===== src/rtl/deck_picker.sv =====
`default_nettype none
// ============================================================================
// Module   : deck_picker
// Brief    : Random card-draw selector. On req, snapshots available_card and
//            scans it one slot per cycle from an LFSR-derived start point,
//            returning the first drawable slot or a fail pulse if none.
//            Optional macro DECK_PICKER_DETERMINISTIC_EN forces start index 0.
// Revision : 1.0 - initial release
// ============================================================================
module deck_picker #(
  parameter int          N_SLOTS   = 106,
  parameter logic [15:0] LFSR_SEED = 16'hACE1
) (
  input  logic               clk,
  input  logic               rst,
  input  logic               req,
  input  logic [N_SLOTS-1:0] available_card,
  output logic               busy,
  output logic               card_valid,
  output logic               card_fail,
  output logic [6:0]         card_idx,
  output logic [5:0]         card
);

  localparam logic [6:0]  LAST_SLOT   = 7'(N_SLOTS - 1);
  localparam logic [6:0]  SLOT_COUNT  = 7'(N_SLOTS);
  localparam logic [6:0]  SECOND_BASE = 7'd54;
  localparam logic [15:0] LFSR_TAPS   = 16'hB400;

  typedef enum logic [1:0] {
    IDLE = 2'd0,
    SCAN = 2'd1,
    DONE = 2'd2
  } state_t;

  state_t             state;
  state_t             state_nx;
  logic [15:0]        lfsr;
  logic [6:0]         start_idx;
  logic [N_SLOTS-1:0] snap;
  logic [6:0]         ptr;
  logic [6:0]         miss_cnt;
  logic               result_hit;

  // Free-running Galois LFSR; the moment of the request supplies the entropy.
  always_ff @(posedge clk) begin
    if (!rst) begin
      lfsr <= LFSR_SEED;
    end else if (lfsr[0]) begin
      lfsr <= {1'b0, lfsr[15:1]} ^ LFSR_TAPS;
    end else begin
      lfsr <= {1'b0, lfsr[15:1]};
    end
  end

  // Map the low LFSR bits onto a legal slot number (single conditional subtract).
  always_comb begin
`ifdef DECK_PICKER_DETERMINISTIC_EN
    start_idx = 7'd0;
`else
    start_idx = lfsr[6:0];
    if (lfsr[6:0] >= SLOT_COUNT) begin
      start_idx = lfsr[6:0] - SLOT_COUNT;
    end
`endif
  end

  // State register.
  always_ff @(posedge clk) begin
    if (!rst) begin
      state <= IDLE;
    end else begin
      state <= state_nx;
    end
  end

  // Scan datapath: snapshot on accept, walk the pointer, capture the result.
  always_ff @(posedge clk) begin
    if (!rst) begin
      snap       <= '0;
      ptr        <= '0;
      miss_cnt   <= '0;
      card_idx   <= '0;
      result_hit <= 1'b0;
    end else begin
      case (state)
        IDLE: begin
          if (req) begin
            snap     <= available_card;
            ptr      <= start_idx;
            miss_cnt <= '0;
          end
        end
        SCAN: begin
          if (snap[ptr]) begin
            card_idx   <= ptr;
            result_hit <= 1'b1;
          end else if (miss_cnt == LAST_SLOT) begin
            result_hit <= 1'b0;
          end else begin
            ptr      <= (ptr == LAST_SLOT) ? 7'd0 : ptr + 7'd1;
            miss_cnt <= miss_cnt + 7'd1;
          end
        end
        default: ;
      endcase
    end
  end

  // Next-state and status outputs; the result pulse is exactly the DONE cycle.
  always_comb begin
    state_nx   = state;
    busy       = 1'b0;
    card_valid = 1'b0;
    card_fail  = 1'b0;
    case (state)
      IDLE: begin
        if (req) begin
          state_nx = SCAN;
        end
      end
      SCAN: begin
        busy = 1'b1;
        if (snap[ptr] || (miss_cnt == LAST_SLOT)) begin
          state_nx = DONE;
        end
      end
      DONE: begin
        busy       = 1'b1;
        card_valid = result_hit;
        card_fail  = !result_hit;
        state_nx   = IDLE;
      end
      default: begin
        state_nx = IDLE;
      end
    endcase
  end

  // Fold the second copy of the deck back onto card codes 0-51.
  always_comb begin
    card = card_idx[5:0];
    if (card_idx >= SECOND_BASE) begin
      card = 6'(card_idx - SECOND_BASE);
    end
  end

endmodule
`default_nettype wire


===== config.mk =====
export PLATFORM = sky130hd
export DESIGN_NAME = deck_picker
export DESIGN_NICKNAME = d
export VERILOG_FILES = /design/src/rtl/deck_picker.sv
export SDC_FILE = /design/constraint.sdc
export NUM_CORES = 1
export LEC_CHECK = 0
export BUFFER_PORTS_ARGS = -buffer_cell sky130_fd_sc_hd__clkbuf_2
export CORE_ASPECT_RATIO = 1.1
export CORE_UTILIZATION = 51
export DETAILED_ROUTE_END_ITERATION = 10
export GPL_TIMING_DRIVEN = 0
export PLACE_DENSITY = 0.71
export SLEW_MARGIN = 20
export SYNTH_ARGS = -nofsm -noshare
export SYNTH_HDL_FRONTEND = slang
export SYNTH_SLANG_ARGS = --single-unit

===== constraint.sdc =====
create_clock -name clk -period 6.5 [get_ports clk]
set_clock_uncertainty 0.2 [all_clocks]
set_input_delay 0.65 -clock clk [delete_from_list [all_inputs] [get_ports clk]]
set_output_delay 0.65 -clock clk [all_outputs]
set_load 0.005 [all_outputs]

==> Implementation_results.wiki <==
{| class="wikitable"
! Metric !! Value
|-
| Run status || completed
|-
| Residual DRC count || 0
|-
| Start point of the worst hold path || lfsr[8]
|-
| Largest family of logic cells by synthesized area || simple AND/OR/NAND/NOR gates
|-
| Share of final-layout standard cells stronger than drive strength 1 || 20.1%
|-
| Clock-pin slew of the registers on the worst-case setup and hold paths || 0.06 ns
|-
| Initial antenna violation count || 0
|-
| Most area-consuming cells after synthesis || dfxtp_1 44%, nand2_1 13%, a21oi_1 8.8%
|-
| Most frequently used flop master after synthesis || dfxtp_1
|-
| Number of DRC markers in iteration 0 || 404
|-
| Final nets || 1046
|-
| Routed via count || 5965
|-
| Crit end category || register
|-
| Origin of the critical flop-to-flop path || ptr[1]
|-
| Number of instances in the synthesized netlist || 785
|-
| Transition time at the pin with the least slew margin || 0.827 ns
|-
| Clock sink count || 146
|-
| Synthesis warning total || 0
|-
| Clock tree from TritonCTS || yes
|-
| Worst-case clock buffer depth || 2
|-
| Register bit count reported by yosys || around 150
|-
| Leading cell type by number of instances after synthesis || nand2_1
|-
| Number of hold violations in the final report || 0
|-
| Met1 usage in global routing || about a third
|-
| Clock period minus final worst setup slack || approximately 3.8 ns
|-
| Buf/Inv on CP || 3
|-
| Total standard cell area after synthesis || 6590 um^2
|-
| Global-route usage over all layers || 27.2%
|-
| Count of pins over their slew limit || 0
|-
| Master of the slowest instance on the critical path || buf_1
|-
| Total die area || 13400 um^2
|-
| Post-synthesis async set-or-reset flop share || 0%
|-
| H-tree depth || 4
|-
| Detail-routed via count per cell || 5.43
|-
| Post-synthesis net count || 903
|-
| Hold WC Path Type || reg -> reg
|-
| Global route overflow || 0
|-
| Hold buffer count at cts || 0
|-
| Fraction of synthesized cell area in xor and xnor cells || 1.06%
|-
| Number of distinct library cell variants in the gate-level netlist after synthesis || 56
|-
| Synth Area in Adders || 1.71%
|-
| Maxcap violations || 0
|-
| Global-route met3 utilization || between 5 and 6%
|-
| Skew-Pair Late Insertion Delay || 0.42 ns
|-
| Category of cells accounting for the largest share of critical-path delay || buffers and inverters
|-
| Post-route clock period utilization || between 50% and 60%
|-
| Rel. slew slack || 44.8%
|-
| Startpoint type of the worst setup path || register
|-
| Drt pass-1 iters || 7
|-
| Crit path setup slack, layout || 2.73 ns
|-
| Count of input and output buffers || 124
|-
| Fraction of the yosys area taken by sequential cells || 44.3%
|-
| Largest stage delay on the critical path || 0.67 ns
|-
| CTS root buf || clkbuf_16
|-
| Number of core rows || 43
|-
| Area of the core region || 12600 um^2
|-
| Critical setup path kind || reg -> reg
|-
| Wire length of the first global-routing pass || about 27 mm
|-
| Area fraction in compound gates after synthesis || 16.2%
|-
| Critical Path AT || 3.92 ns
|-
| Vias in the first global route || 5500
|-
| Clock buffer count from CTS || 17
|-
| Count of instances resized after the clock tree is built || 0
|-
| Area leader, netlist || dfxtp_1
|-
| P per Cell Area || 356 nW/um^2
|-
| Pre-CTS setup slack || 2.77 ns
|-
| Met2 layer usage reported by global route || 44.7%
|-
| Leakage power figure || 0.00330 uW
|-
| Number of synthesized flops with an enable pin || 0
|-
| Die boundary width || 110 um
|-
| Post-detailed-routing wire length || 17.1 mm
|-
| Setup repair bufs after CTS || 0
|-
| Setup repair after global routing missed its margin || no
|-
| Launching element of the worst setup path || ptr[1]
|-
| Mux contribution to synthesized area || 11.7%
|-
| Worst ir drop on vdd || about 0.26 mV
|-
| Starting Density || a little over half
|-
| Synthesized area per cell || roughly 8.4 um^2
|-
| Simple logic cell fraction of the synthesized area || approximately a fifth
|-
| Largest net degree at the start of global routing || 17
|-
| Most used routing layer in global routing || met2
|-
| Setup Viol. Count Final || 0
|-
| Wirelength per Cell || 15.6 um
|-
| DIE HEIGHT || ~120 um
|-
| Worst-path maximum fanout || 10
|-
| Remaining number of nets flagged by the antenna check after routing || 0
|-
| Setup TNS || 0 ns
|-
| Fillers || ~1200
|-
| Cell Chain, Critical Path || buf_2 > buf_1 > mux4_2 > o211ai_1 > nand4_1 > o211a_1 > buf_6 > or4_1 > a21oi_1
|-
| Number of antenna repair diodes || 0
|-
| Highest attainable clock frequency || 0.265 GHz
|-
| DP Wirelength || 12.4 mm
|-
| Area Growth Syn to Fin || 21.3%
|-
| Most common library cells after synthesis || 228 x nand2_1, 146 x dfxtp_1, 116 x a21oi_1, 39 x clkbuf_1
|-
| Count of pins on the block boundary || 125
|-
| RD Place Congestion || approximately 0.91
|-
| Critical Path RT || approximately 6.7 ns
|-
| Share of the synthesized area in the top cell type || 44.3%
|}
final timing paths:
path | cells past startpoint | slack [ns] | endpoint
setup reg to reg | 9 | 2.73 | miss_cnt[0]
hold / removal | 1 | 0.23 | lfsr[7]
hold reg to reg | 1 | 0.23 | lfsr[7]
setup / recovery | 9 | 2.73 | miss_cnt[0]
kinds of logic (layout without fill, tap and decap cells):
| group | count (synthesis) | after routing |
|---|---|---|
| AND/OR/NAND/NOR | 317 | 317 |
| AO/OA/AOI/OAI | 186 | 186 |
| flip-flops | 146 | 146 |
| buffers and inverters | 70 | 226 |
| multiplexers | 49 | 49 |
| adder cells (fa/ha/maj) | 9 | 9 |
| XOR/XNOR | 8 | 8 |
layout by cell type (no fill, tap or decap), drive strengths merged, types with 2 or more instances in the layout:
| master | instances |
|---|---|
| xnor2 | 5 |
| o221ai | 4 |
| or4 | 6 |
| bufinv | 2 |
| o21ai | 25 |
| o21a | 2 |
| nor3 | 6 |
| xor2 | 3 |
| mux4 | 20 |
| mux2 | 4 |
| clkinv | 6 |
| o31ai | 2 |
| nand3 | 25 |
| a31oi | 6 |
| inv | 15 |
| o311ai | 2 |
| nand3b | 2 |
| nor2b | 6 |
| o211ai | 6 |
| a21oi | 116 |
| ha | 9 |
| nor2 | 18 |
| nand2 | 228 |
| o211a | 3 |
| clkinvlp | 2 |
| and3 | 4 |
| dfxtp | 146 |
| clkbuf | 183 |
| nand2b | 6 |
| and2 | 9 |
| a21o | 3 |
| buf | 18 |
| nand4 | 2 |
| mux2i | 25 |
| a211oi | 4 |
| o22ai | 3 |
routing by layer:
layer	wire (um)	share of wire, %	vias to the layer above
met1	7590	44	2768
met2	8340	49	162
met5	0	0	-
met3	875	5.1	27
met4	303	1.8	0
li1	-	-	3008
flip-flops by register name, indices dropped and copies added, names as in the netlist:
name	flops
result_hit	1
miss_cnt	7
lfsr	16
snap	106
card_idx	7
ptr	7
state	2
per-stage QoR:
stage	power [uW]	std cells	hold WS (ns)	area (um^2)	utilization (%)
final	2850	1098	0.227	8000	63.5
after CTS	2850	1098	0.230	8000	63.5
after global placement	1880	1066	0.211	7410	58.8
after floorplan	1640	785	0.186	6590	-
after global routing	2990	1098	0.237	8000	63.5
after detailed placement	1890	1066	0.200	7410	58.8
layout make-up:
class,instances,area [um^2],area share (%)
flip-flops and latches,146,2920,36.6
plain buffers,57,246,3.08
multi-input cells,569,3370,42.2
repair buffers,124,621,7.76
clock inverters,12,130,1.63
inverters,13,48.8,0.610
well taps,157,196,2.46
clock buffers,20,457,5.71
power breakdown:
group          internal [uW]  switching [uW]
clock network            585             378
registers               1010            63.8
logic                    307             502
total                   1900             944
Power figures use the tool's default switching activity.
